$ cat config.mk
export PLATFORM = sky130hd
export DESIGN_NAME = hazard_filter
export DESIGN_NICKNAME = d
export VERILOG_FILES = /design/src/rtl/hazard_filter.sv
export SDC_FILE = /design/constraint.sdc
export NUM_CORES = 1
export LEC_CHECK = 0
export ABC_CLOCK_PERIOD_IN_PS = 1100
export CAP_MARGIN = 40
export CORE_AREA = 5 5 42 44
export CTS_CLUSTER_DIAMETER = 60
export DETAILED_ROUTE_END_ITERATION = 16
export DIE_AREA = 0 0 47 49
export SYNTH_ARGS = -nofsm -noshare
export SYNTH_HDL_FRONTEND = slang
export SYNTH_SLANG_ARGS = --single-unit
$ cat constraint.sdc
create_clock -name CLK -period 1.1 [get_ports CLK]
set_input_delay 0.33 -clock CLK [delete_from_list [all_inputs] [get_ports CLK]]
set_output_delay 0.33 -clock CLK [all_outputs]
set_load 0.01 [all_outputs]
$ cat src/rtl/hazard_filter.sv
// hazard_filter: synchronises a glitch-prone combinational signal and only lets a level
// change through to dout once it has been seen for STABLE_CYCLES consecutive samples.
// Shorter excursions are rejected, and each rejection can be counted.
// Optional feature macro: HAZARD_FILTER_GLITCH_COUNT_EN builds the glitch counter;
// without it glitch_cnt is tied to zero and clr_cnt is ignored.
`timescale 1ns/1ps

module hazard_filter #(
    parameter int STABLE_CYCLES = 3,
    parameter int CNT_W         = 8
) (
    input  logic             CLK,
    input  logic             nRESET,
    input  logic             din,
    input  logic             clr_cnt,
    output logic             dout,
    output logic             rise,
    output logic             fall,
    output logic [CNT_W-1:0] glitch_cnt
);

    localparam int SW = $clog2(STABLE_CYCLES + 1);
    localparam logic [SW-1:0] LAST_CNT  = SW'(STABLE_CYCLES - 1);
    localparam logic [SW-1:0] FIRST_CNT = SW'(1);

    if (STABLE_CYCLES < 1) begin : g_bad_stable_cycles
        $error("hazard_filter: STABLE_CYCLES must be >= 1");
    end

    typedef enum logic {
        ST_STABLE,
        ST_PENDING
    } state_t;

    state_t        state_q;
    logic [SW-1:0] stab_cnt_q;
    logic          s1_q;
    logic          s2_q;
    logic          dout_q;
    logic          rise_q;
    logic          fall_q;

    // Two-flop synchroniser; only s2_q is used downstream
    always_ff @(posedge CLK) begin
        if (!nRESET) begin
            s1_q <= 1'b0;
            s2_q <= 1'b0;
        end else begin
            s1_q <= din;
            s2_q <= s1_q;
        end
    end

    // Debounce FSM with registered level and strobe outputs.
    // The edge that first sees s2 differ from dout counts as the first stable sample,
    // so entry loads stab_cnt with 1 (or commits at once when STABLE_CYCLES is 1);
    // this puts the commit on edge STABLE_CYCLES+2 after a clean step on din.
    always_ff @(posedge CLK) begin
        if (!nRESET) begin
            state_q    <= ST_STABLE;
            stab_cnt_q <= '0;
            dout_q     <= 1'b0;
            rise_q     <= 1'b0;
            fall_q     <= 1'b0;
        end else begin
            rise_q <= 1'b0;
            fall_q <= 1'b0;
            case (state_q)
                ST_STABLE: begin
                    stab_cnt_q <= '0;
                    if (s2_q != dout_q) begin
                        if (STABLE_CYCLES == 1) begin
                            dout_q <= s2_q;
                            rise_q <= s2_q;
                            fall_q <= ~s2_q;
                        end else begin
                            stab_cnt_q <= FIRST_CNT;
                            state_q    <= ST_PENDING;
                        end
                    end
                end
                ST_PENDING: begin
                    if (s2_q == dout_q) begin
                        stab_cnt_q <= '0;
                        state_q    <= ST_STABLE;
                    end else if (stab_cnt_q == LAST_CNT) begin
                        dout_q     <= s2_q;
                        rise_q     <= s2_q;
                        fall_q     <= ~s2_q;
                        stab_cnt_q <= '0;
                        state_q    <= ST_STABLE;
                    end else begin
                        stab_cnt_q <= stab_cnt_q + 1'b1;
                    end
                end
                default: begin
                    stab_cnt_q <= '0;
                    state_q    <= ST_STABLE;
                end
            endcase
        end
    end

`ifdef HAZARD_FILTER_GLITCH_COUNT_EN
    logic             reject;
    logic [CNT_W-1:0] glitch_cnt_q;
    logic [CNT_W-1:0] glitch_cnt_d;

    // Rejection: a pending change fell back to the committed level before maturing
    always_comb begin
        reject = (state_q == ST_PENDING) && (s2_q == dout_q);
    end

    // Saturating glitch count; a clear beats a simultaneous rejection
    always_comb begin
        glitch_cnt_d = glitch_cnt_q;
        if (clr_cnt) begin
            glitch_cnt_d = '0;
        end else if (reject && (glitch_cnt_q != '1)) begin
            glitch_cnt_d = glitch_cnt_q + 1'b1;
        end
    end

    // Glitch counter register
    always_ff @(posedge CLK) begin
        if (!nRESET) begin
            glitch_cnt_q <= '0;
        end else begin
            glitch_cnt_q <= glitch_cnt_d;
        end
    end

    assign glitch_cnt = glitch_cnt_q;
`else
    logic unused_clr_cnt;
    assign unused_clr_cnt = clr_cnt;
    assign glitch_cnt     = '0;
`endif

    assign dout = dout_q;
    assign rise = rise_q;
    assign fall = fall_q;

endmodule

==> results.cfg <==
[status]
outcome = finished clean

[worst_setup_path]
critPathTopFamily = flip-flops
arrival_ns = 0.70
worstPathCellList = buf_2
start_kind = flop
required_ns = 0.77
cp_num_buf_inv = 1
critPathMaxFanout = 2
r2r-start = stab_cnt_q[0]$_SDFF_PN0_
cp-end-kind = output pin
cp-startpoint = dout$_SDFFE_PN0P_
path_class = reg2out
cpPeakStageDelay_ns = 0.32
slowest_stage = dfxtp_1

[detailed_routing]
drt-wirelength-per-cell_um = 8.581
dr.first_iter.drc_count = 3
vias = 240
vias_per_cell = 3.871
drt_first_pass_iters = 4
route.detailed.drc = 0
ant_nets = 0
routed_wirelength_um = 532

[sta]
fmax_ghz = 0.9709
hold_viol = 0
fin_skew_ns = 0.008219
hold_slack_ns = 0.4225
min_period_ns = 1.030
grt_setup_unrepaired = false
drv_slew = 0
setup_viol = 0
post-route-period-util_pct = 93.63

[die]
io_pins = 15
die_area_sq_mm = 0.002303
dieWidth_um = 47
rows = 14
die_h_um = 49
start_util_pct = 25.36
coreArea_sq_mm = 0.001401

[synth]
yosys_warnings = 0
ys_types = 15
synth_cells = 37
synth_seq_cells = 8
netlist_area_sq_um = 355.3
syn_area_per_cell_sq_um = 9.604
seq_area_frac_synth_pct = 45.07

[grt]
grt_overflow = 0
grt_pass1_wl_um = 848
first_global_vias = 216
grt_usage_pct = 5.219
grt_antenna_before_repair = 0
grt_max_degree = 6

[clock_tree]
cts_inserted_buffers = 3
clkSinkCount = 8
cts_tree = done
cts_buffer_depth = 2
path_clk_slew_ns = 0.06
insertion_delay_ns = 0.25
postCtsHoldBufs = 0
clock_tree.root_cell = clkbuf_4
htreeDepth = 1

[power_and_ir_drop]
power_uw = 552.4
vdd_drop_max_v = 0.0005332
p_leak_nw = 0.1837
cellPowerDensity_mw_per_mm2 = 1318

[cells_and_area]
fillers = 158
fin_cells = 62
nets = 54
area_delta_synth_final_pct = 17.96
diodes = 0
drive_above_1_share_pct = 21.74

[run]
drv_cap = 0

[placement]
dp_hpwl_um = 396.2
io_buffers = 5
place_inst = 59
finalWeightedCongestion = 0.6741

[min_path]
min_path_type = in2reg
min_from = nRESET
-- cells by family (layout without fill, tap and decap cells) --
logic type | Yosys count | count (layout) | share of synthesized area [%]
compound gates | 1 | 1 | 1.407
xor+xnor | 1 | 1 | 2.465
fa+ha+maj | 2 | 2 | 7.041
buf+inv | 11 | 13 | 20.07
flops | 8 | 8 | 45.07
other cells | 1 | 8 | 1.055
simple gates | 13 | 13 | 22.89
-- routing by layer --
| layer | GRT usage [%] | vias to the layer above | routed length [um] |
|---|---|---|---|
| met1 | 6.181 | 103 | 218 |
| met2 | 7.014 | 14 | 231 |
| met3 | 5.535 | 0 | 81 |
| met5 | 0 | - | 0 |
| li1 | - | 123 | - |
| met4 | 0 | 0 | 0 |
-- what timing repair did --
| item | 4_1_cts | 5_1_grt |
|---|---|---|
| resized for setup | 12 | 2 |
| setup buffers | 0 | 0 |
| setup endpoints to repair | 3 | 2 |
-- final cells by class --
class | count | area [sq um] | share of cell area [%]
multi-input combinational | 25 | 152.6 | 36.42
sequential | 8 | 160.2 | 38.21
inverter | 3 | 11.26 | 2.687
clock buffer | 3 | 22.52 | 5.373
tap | 16 | 20.02 | 4.776
timing repair buffer | 7 | 52.55 | 12.54
-- stage by stage --
| step | cell area [sq um] | util, % | worst slack (ns) | TNS (ns) |
|---|---|---|---|---|
| CTS | 414.1 | 29.55 | 0.03429 | 0 |
| global route | 419.2 | 29.91 | 0.01463 | 0 |
| floorplan | 381.6 | - | 0.1870 | 0 |
| global placement | 406.6 | 29.02 | -0.2064 | -1.080 |
| finish | 419.2 | 29.91 | 0.07005 | 0 |
| detailed placement | 406.6 | 29.02 | -0.2095 | -1.073 |
-- cells in the mapped netlist --
library cell / instances / area (sq um)
buf_4: 8 / 60.06
dfxtp_1: 8 / 160.2
and2_1: 3 / 18.77
inv_1: 3 / 11.26
ha_1: 2 / 25.02
nand2_1: 2 / 7.510
nor3_1: 2 / 10.01
nor3b_1: 2 / 15.01
conb_1: 1 / 3.750
nand3_1: 1 / 5.000
nand4_1: 1 / 6.260
nor2b_1: 1 / 6.260
nor4_2: 1 / 12.51
o21ai_0: 1 / 5.000
xnor2_1: 1 / 8.760
-- cells in the final DEF (no fill, tap or decap), drive strengths merged, types with 2 or more instances in the layout --
master / synthesis / routed
and2: 3 / 3
buf: 8 / 5
clkbuf: 0 / 3
conb: 1 / 8
dfxtp: 8 / 8
ha: 2 / 2
inv: 3 / 3
nand2: 2 / 2
nor3: 2 / 2
nor3b: 2 / 2
-- report_power, final --
group / switching (mW) / internal (mW)
Clock: 0.0946 / 0.124
Sequential: 0.00318 / 0.296
Combinational: 0.0218 / 0.0127
-- flip-flops by register name, summed over array words and instances, names as in the netlist --
name,flops
s2_q,1
state_q,1
rise,1
s1_q,1
stab_cnt_q,2
fall,1
dout,1
-- path summary, 6_finish.rpt --
check                       endpoint  slack (ns)  cells after the start
setup / recovery                dout        0.07                      1
hold / removal       s1_q$_SDFF_PN0_        0.42                      2
setup reg to reg  state_q$_SDFF_PN0_        0.14                      4
hold reg to reg      s2_q$_SDFF_PN0_        0.43                      1
No activity file was read; power rests on OpenSTA's default activity.
